===== src/rtl/ps2_scancode_decoder.sv =====
// PS/2 scan-code-set-2 decoder: strips E0/F0/E1 prefixes, filters status bytes, queues key events.
// Build macro PS2_FAKE_SHIFT_FILTER_EN discards extended fake-shift codes (0x12 / 0x59).
module ps2_scancode_decoder #(
    parameter int DEPTH          = 8,
    parameter int TIMEOUT_CYCLES = 65535
) (
    input  logic                   clk,
    input  logic                   rst_n,
    input  logic [7:0]             byte_in,
    input  logic                   byte_valid,
    output logic [7:0]             evt_code,
    output logic                   evt_break,
    output logic                   evt_ext,
    output logic                   evt_valid,
    input  logic                   evt_ready,
    output logic [$clog2(DEPTH):0] evt_count,
    output logic                   overflow,
    input  logic                   ovf_clr,
    output logic                   bat_ok,
    output logic                   kbd_err
);
    localparam int PTR_W = $clog2(DEPTH);
    localparam int CNT_W = PTR_W + 1;
    localparam int TMO_W = (TIMEOUT_CYCLES > 1) ? $clog2(TIMEOUT_CYCLES) : 1;

    localparam logic [TMO_W-1:0] TMO_LAST = TMO_W'(TIMEOUT_CYCLES - 1);
    localparam logic [TMO_W-1:0] TMO_ZERO = TMO_W'(0);
    localparam logic [TMO_W-1:0] TMO_ONE  = TMO_W'(1);
    localparam logic [CNT_W-1:0] CNT_FULL = CNT_W'(DEPTH);
    localparam logic [CNT_W-1:0] CNT_ZERO = CNT_W'(0);
    localparam logic [CNT_W-1:0] CNT_ONE  = CNT_W'(1);
    localparam logic [PTR_W-1:0] PTR_ONE  = PTR_W'(1);

    typedef enum logic [2:0] {
        ST_IDLE  = 3'd0,
        ST_E0    = 3'd1,
        ST_F0    = 3'd2,
        ST_E0F0  = 3'd3,
        ST_PAUSE = 3'd4
    } state_t;

    state_t            state_r, state_nxt_s;
    logic [2:0]        skip_r, skip_nxt_s;
    logic [TMO_W-1:0]  tmo_r, tmo_nxt_s;
    logic              push_s, push_ok_s, fake_s, is_err_s;
    logic [7:0]        push_code_s;
    logic              push_brk_s, push_ext_s;
    logic              bat_s, err_s;
    logic              bat_r, err_r, ovf_r;

    // Event entry layout: {code[7:0], break, ext}
    logic [9:0]        mem_r [DEPTH];
    logic [9:0]        new_evt_s, head_r, head_nxt_s;
    logic [PTR_W-1:0]  wr_ptr_r, rd_ptr_r, rd_nxt_s;
    logic [CNT_W-1:0]  count_r, count_nxt_s;
    logic              valid_r, pop_s, full_s, wr_en_s, drop_s;

    assign is_err_s  = (byte_in == 8'h00) || (byte_in == 8'hFF);
    assign new_evt_s = {push_code_s, push_brk_s, push_ext_s};

    // Prefix FSM next-state, event generation and prefix timeout
    always_comb begin
        state_nxt_s = state_r;
        skip_nxt_s  = skip_r;
        tmo_nxt_s   = TMO_ZERO;
        push_s      = 1'b0;
        push_code_s = byte_in;
        push_brk_s  = 1'b0;
        push_ext_s  = 1'b0;
        bat_s       = 1'b0;
        err_s       = 1'b0;
        if (byte_valid) begin
            case (state_r)
                ST_IDLE: begin
                    case (byte_in)
                        8'hE0:               state_nxt_s = ST_E0;
                        8'hF0:               state_nxt_s = ST_F0;
                        8'hE1: begin
                            state_nxt_s = ST_PAUSE;
                            skip_nxt_s  = 3'd7;
                        end
                        8'hAA:               bat_s  = 1'b1;
                        8'h00, 8'hFF, 8'hFC: err_s  = 1'b1;
                        8'hFA, 8'hEE, 8'hFE: push_s = 1'b0;
                        default:             push_s = 1'b1;
                    endcase
                end
                ST_E0: begin
                    state_nxt_s = ST_IDLE;
                    if (byte_in == 8'hF0) begin
                        state_nxt_s = ST_E0F0;
                    end else if (is_err_s) begin
                        err_s = 1'b1;
                    end else begin
                        push_s     = 1'b1;
                        push_ext_s = 1'b1;
                    end
                end
                ST_F0: begin
                    state_nxt_s = ST_IDLE;
                    if (is_err_s) begin
                        err_s = 1'b1;
                    end else begin
                        push_s     = 1'b1;
                        push_brk_s = 1'b1;
                    end
                end
                ST_E0F0: begin
                    state_nxt_s = ST_IDLE;
                    if (is_err_s) begin
                        err_s = 1'b1;
                    end else begin
                        push_s     = 1'b1;
                        push_brk_s = 1'b1;
                        push_ext_s = 1'b1;
                    end
                end
                ST_PAUSE: begin
                    // The whole 8-byte Pause sequence collapses into a single E1 event
                    skip_nxt_s = skip_r - 3'd1;
                    if (skip_r == 3'd1) begin
                        state_nxt_s = ST_IDLE;
                        push_s      = 1'b1;
                        push_code_s = 8'hE1;
                        push_ext_s  = 1'b1;
                    end else begin
                        state_nxt_s = ST_PAUSE;
                    end
                end
                default: state_nxt_s = ST_IDLE;
            endcase
        end else if (state_r != ST_IDLE) begin
            if (tmo_r == TMO_LAST) begin
                state_nxt_s = ST_IDLE;
            end else begin
                tmo_nxt_s = tmo_r + TMO_ONE;
            end
        end else begin
            tmo_nxt_s = TMO_ZERO;
        end
    end

    // Fake-shift suppression on extended events
    always_comb begin
`ifdef PS2_FAKE_SHIFT_FILTER_EN
        fake_s = push_ext_s && ((push_code_s == 8'h12) || (push_code_s == 8'h59));
`else
        fake_s = 1'b0;
`endif
        push_ok_s = push_s && !fake_s;
    end

    // FIFO control and next head-of-queue view
    always_comb begin
        pop_s       = valid_r && evt_ready;
        full_s      = (count_r == CNT_FULL);
        wr_en_s     = push_ok_s && (!full_s || pop_s);
        drop_s      = push_ok_s && full_s && !pop_s;
        rd_nxt_s    = rd_ptr_r + PTR_ONE;
        count_nxt_s = count_r + {{(CNT_W-1){1'b0}}, wr_en_s} - {{(CNT_W-1){1'b0}}, pop_s};
        head_nxt_s  = head_r;
        // A push lands at the head when the queue is (or is about to become) empty
        if (wr_en_s && (count_r == (pop_s ? CNT_ONE : CNT_ZERO))) begin
            head_nxt_s = new_evt_s;
        end else if (pop_s && (count_r > CNT_ONE)) begin
            head_nxt_s = mem_r[rd_nxt_s];
        end else begin
            head_nxt_s = head_r;
        end
    end

    // Decoder state, timeout counter, status pulses and sticky overflow
    always_ff @(posedge clk or negedge rst_n) begin
        if (!rst_n) begin
            state_r <= ST_IDLE;
            skip_r  <= 3'd0;
            tmo_r   <= TMO_ZERO;
            bat_r   <= 1'b0;
            err_r   <= 1'b0;
            ovf_r   <= 1'b0;
        end else begin
            state_r <= state_nxt_s;
            skip_r  <= skip_nxt_s;
            tmo_r   <= tmo_nxt_s;
            bat_r   <= bat_s;
            err_r   <= err_s;
            if (drop_s) begin
                ovf_r <= 1'b1;
            end else if (ovf_clr) begin
                ovf_r <= 1'b0;
            end else begin
                ovf_r <= ovf_r;
            end
        end
    end

    // FIFO pointers, occupancy and registered head outputs
    always_ff @(posedge clk or negedge rst_n) begin
        if (!rst_n) begin
            wr_ptr_r <= {PTR_W{1'b0}};
            rd_ptr_r <= {PTR_W{1'b0}};
            count_r  <= CNT_ZERO;
            head_r   <= 10'd0;
            valid_r  <= 1'b0;
        end else begin
            if (wr_en_s) begin
                wr_ptr_r <= wr_ptr_r + PTR_ONE;
            end
            if (pop_s) begin
                rd_ptr_r <= rd_nxt_s;
            end
            count_r <= count_nxt_s;
            head_r  <= head_nxt_s;
            valid_r <= (count_nxt_s != CNT_ZERO);
        end
    end

    // FIFO storage
    always_ff @(posedge clk) begin
        if (wr_en_s) begin
            mem_r[wr_ptr_r] <= new_evt_s;
        end
    end

    assign evt_code  = head_r[9:2];
    assign evt_break = head_r[1];
    assign evt_ext   = head_r[0];
    assign evt_valid = valid_r;
    assign evt_count = count_r;
    assign overflow  = ovf_r;
    assign bat_ok    = bat_r;
    assign kbd_err   = err_r;
endmodule


===== config.mk =====
export PLATFORM = sky130hd
export DESIGN_NAME = ps2_scancode_decoder
export DESIGN_NICKNAME = d
export VERILOG_FILES = /design/src/rtl/ps2_scancode_decoder.sv
export SDC_FILE = /design/constraint.sdc
export NUM_CORES = 1
export LEC_CHECK = 0
export ABC_AREA = 1
export CAP_MARGIN = 20
export CORE_MARGIN = 5
export CORE_UTILIZATION = 60
export CTS_CLUSTER_SIZE = 14
export DETAILED_ROUTE_END_ITERATION = 8
export PLACE_DENSITY_LB_ADDON = 0.3
export SLEW_MARGIN = 20
export SYNTH_ARGS = -nofsm -noshare
export SYNTH_HDL_FRONTEND = slang
export SYNTH_SLANG_ARGS = --single-unit

===== constraint.sdc =====
create_clock -name clk -period 3.4 [get_ports clk]
set_clock_uncertainty 0.1 [all_clocks]
set_input_delay 0.68 -clock clk [delete_from_list [all_inputs] [get_ports clk]]
set_output_delay 0.68 -clock clk [all_outputs]
set_load 0.05 [all_outputs]

==> reports/metrics.sh <==
SETUP_VIOLATIONS=0
SYNTH_TOP_AREA_SHARE_PCT=41.6
EDFF_COUNT_SYNTH=80
CRITICAL_PATH_CLASS='primary input to flop'
CELL_INTERNAL_PWR_mW=3.96
NETLIST_AREA_UM2=5770
AREA_GROWTH_SYN_TO_LAYOUT_PCT=22.8
POWER.SHARE.SWITCHING_PCT=39.5
SYNTH.DISTINCT_CELLS=36
ROUTABILITYCONGESTION=0.884
DRV_CAP=0
PROPORTION_OF_POWER_DRAWN_BY_THE_CLOCK_NETWORK_PCT=28.5
ROUTEDWLPERCELL_UM=17.9
FIRSTDRTPASSITERS=5
PORT_BUFFERS=30
YS_DOMINANT_REG_CELL='sky130_fd_sc_hd__edfxtp_1'
DETAILEDPLACE.WORSTSLACK_PS=-316
POST-ROUTE-DRC-COUNT=0
FINAL_CRITICAL_PATH_SETUP_SLACK_PS=137
SYNTH_FP_NETS=578
CLK-INSERTION-DELAY-LATE_PS=520
R2R_SETUP_SLACK_PS=450
YS_TOP_CELLS_BY_AREA='sky130_fd_sc_hd__edfxtp_1, sky130_fd_sc_hd__dfrtp_1, sky130_fd_sc_hd__nor2_1'
CTS.CLK_SLEW.WORST_PATHS_PS=70
TOTALNEGATIVESETUPSLACK_PS=0
SHARE_OF_SYNTHESIZED_FLIP_FLOPS_WITH_AN_ASYNCHRONOUS_SET_OR_RESET_PCT=36.5
INITIALDRTVIOLATIONCOUNT=415
DP.FINAL_HPWL_UM=8560
CRITICAL_PATH_STARTPOINT_CATEGORY='primary input'
PATH_MAX_FANOUT=3
SYN-INSTANCE-COUNT=553
MAXIMUM_NUMBER_OF_PINS_ON_ONE_NET_BEFORE_GLOBAL_ROUTE_REPAIR=47
YS_SEQ_AREA_SHARE_PCT=61.6
SYNTH_AREA_PER_CELL_UM2=10.4
YOSYSWARNINGCOUNT=0
DRT_WL_TOTAL_UM=13800
FINAL_WORST_PATH_PERIOD_NEED_PS=3260
TOTALPOWERFINAL_mW=6.55
WORST-SLEW-PIN-TRANSITION_PS=657
TRACK_USAGE_PCT=25.4
CP-END-KIND='flop'
CELL_ACCOUNTING_FOR_THE_MOST_SYNTHESIZED_AREA='sky130_fd_sc_hd__edfxtp_1'
FINAL_LAYOUT_SIZE_SUFFIX_GT1_SHARE_PCT=17.7
SLEW-LIMIT-HEADROOM_PCT=56.2
POWER.DENSITY_nW_PER_UM2=925
FP.DIEW_UM=108
SEQUENTIALPOWERSHARE_PCT=32.5
FIRST_GLOBAL_VIAS=4565
FINAL-HOLD-VIOLATION-COUNT=0
VIA_PER_INST=5.91
VIA_COUNT=4542
WIRE_LENGTH_OF_THE_FIRST_GLOBAL_ROUTING_PASS_UM=22400
DIEAREA_UM2=11700
RSZ0062_AT_GRT='false'
HOLD_WS_PS=63.5
INITIAL_CORE_UTIL_PCT=61.9
CRITICAL_PATH_REQUIRED_PS=3690
I_O_PIN_COUNT=31
P_SWITCHING_mW=2.59
GLOBALROUTE.TOTALOVERFLOW=0
POWER.STATIC_LEAKAGE_nW=2.81
CTS_BUFFERS=17
CLOCK_TREE.HTREE_LEVEL_COUNT=4
PLACEABLECOREAREA_UM2=9330
POWER.SHARE.COMBINATIONAL_PCT=39.0
WORSTPATHARRIVAL_PS=3550
ANT_NETS=0
SYNTHTOPCELLSBYCOUNT='sky130_fd_sc_hd__nor2_1, sky130_fd_sc_hd__edfxtp_1, sky130_fd_sc_hd__nand2_1'
CTS.ROOT.BUFFER_CELL='sky130_fd_sc_hd__clkbuf_8'
TIMING.FMAX_MHz=307
TRITONCTS='yes'
ANTENNADIODECOUNT=0
NUM_ROWS=35
HOLD_PATH_CLASS='primary input to async pin'
MAX_SLEW_VIOLATION_COUNT=0
NNETSFINAL=652
YOSYS_REGISTER_BITS=126
OUTCOME='finished, final reports clean'
IR_DROP_mV=0.745
CELL_WITH_THE_MOST_INSTANCES_AFTER_SYNTHESIS='sky130_fd_sc_hd__nor2_1'
CTS.SINK_COUNT=126
FP.DIEH_UM=108
FINAL_MIN_PERIOD_OVER_CLOCK_PERIOD_PCT=96.0
CLOCKBUFFERDEPTH=2
NUMBER_OF_ANTENNA_VIOLATIONS_AT_THE_FIRST_CHECK_IN_GLOBAL_ROUTING=0
flip-flops by register name (all words and copies together) (netlist names):
register   cells
evt_valid      1
kbd_err        1
state_r        3
bat_ok         1
skip_r         3
mem_r         80
evt_count      4
tmo_r         16
head_r        10
overflow       1
wr_ptr_r       3
rd_ptr_r       3
metal layers:
metal	vias to the layer above	global-route usage (%)	part of all wire (%)
li1	2072	-	-
met5	-	0	0
met2	249	42.5	49
met3	47	6.57	9.2
met1	2174	31.4	38
met4	0	11.0	3.6
cells by family (layout without fill, tap and decap cells):
logic type      count (synthesis)  after routing  synth area share, %
flops                         126            126                 61.6
xor+xnor                       11             11                 1.67
buf+inv                        74            161                 5.01
simple gates                  242            242                 19.8
fa+ha+maj                      12             12                 2.73
compound gates                 88             88                 9.26
through the flow:
| step | area [um^2] | cells | utilization (%) |
|---|---|---|---|
| 6_report | 7090 | 769 | 76.0 |
| 5_1_grt | 7090 | 769 | 76.0 |
| 4_1_cts | 7080 | 769 | 75.9 |
| 3_5_place_dp | 6470 | 737 | 69.4 |
| 3_3_place_gp | 6470 | 737 | 69.4 |
| 2_1_floorplan | 5770 | 553 | - |
power by group through the flow:
stage | combinational, mW | sequential [mW] | clock (mW)
after detailed placement | 2.49 | 2.15 | 0
final | 2.55 | 2.13 | 1.87
after floorplan | 1.39 | 2.40 | 0
after CTS | 2.54 | 2.13 | 1.88
after global routing | 2.77 | 2.17 | 1.97
after global placement | 2.40 | 2.13 | 0
final timing paths:
| kind | start | depth (start not counted) | endpoint |
|---|---|---|---|
| min reg2reg | tmo_r[0] | 1 | tmo_r[0] |
| min in group clk | tmo_r[0] | 1 | tmo_r[0] |
| min | rst_n | 1 | head_r[4] |
| max | byte_in[5] | 17 | evt_valid |
| max in group asynchronous | rst_n | 1 | head_r[9] |
| max reg2reg | state_r[1] | 16 | evt_valid |
critical path, stage by stage:
cell and delay (ps):
sky130_fd_sc_hd__clkdlybuf4s50_1 520, sky130_fd_sc_hd__buf_4 130, sky130_fd_sc_hd__nand2_1 70, sky130_fd_sc_hd__nor2_2 140, sky130_fd_sc_hd__nand2_1 130, sky130_fd_sc_hd__nand3_1 140, sky130_fd_sc_hd__nor2_2 40, sky130_fd_sc_hd__nand2_2 100
sky130_fd_sc_hd__a21oi_2 90, sky130_fd_sc_hd__nor2_2 120, sky130_fd_sc_hd__inv_1 80, sky130_fd_sc_hd__nand2_1 70, sky130_fd_sc_hd__ha_1 160, sky130_fd_sc_hd__inv_1 60, sky130_fd_sc_hd__fa_1 470, sky130_fd_sc_hd__inv_1 50
sky130_fd_sc_hd__or4_1 510
placed cells by master, fill, tap and decap left out, drive strengths merged:
cell type / instances
xor2: 5
clkinv: 4
o22ai: 1
a211oi: 1
nor3: 7
inv: 62
o21ai: 52
dfrtp: 46
o211ai: 1
or4: 1
a21oi: 11
nand2: 66
xnor2: 6
edfxtp: 80
bufinv: 3
buf: 44
nand4: 15
clkinvlp: 2
fa: 1
o221ai: 20
o2bb2ai: 1
a31oi: 1
ha: 11
nor2: 105
or2: 1
nand3: 47
clkbuf: 17
clkdlybuf4s50: 29
repair_timing:
| action | 4_1_cts | 5_1_grt |
|---|---|---|
| resized for setup | 0 | 1 |
| endpoints found under the setup margin | 0 | 1 |
| hold buffers | 0 | 0 |
| buffers inserted | 0 | 0 |
| hold endpoints to repair | 0 | 0 |
cell type report:
class	count	area (um^2)
multi-input combinational	353	1930
inverter	56	210
fill	589	2240
sequential	126	3550
timing repair buffer	73	621
tap	129	161
clock inverter	15	195
clock buffer	17	414
(Power assumes the default switching activity.)
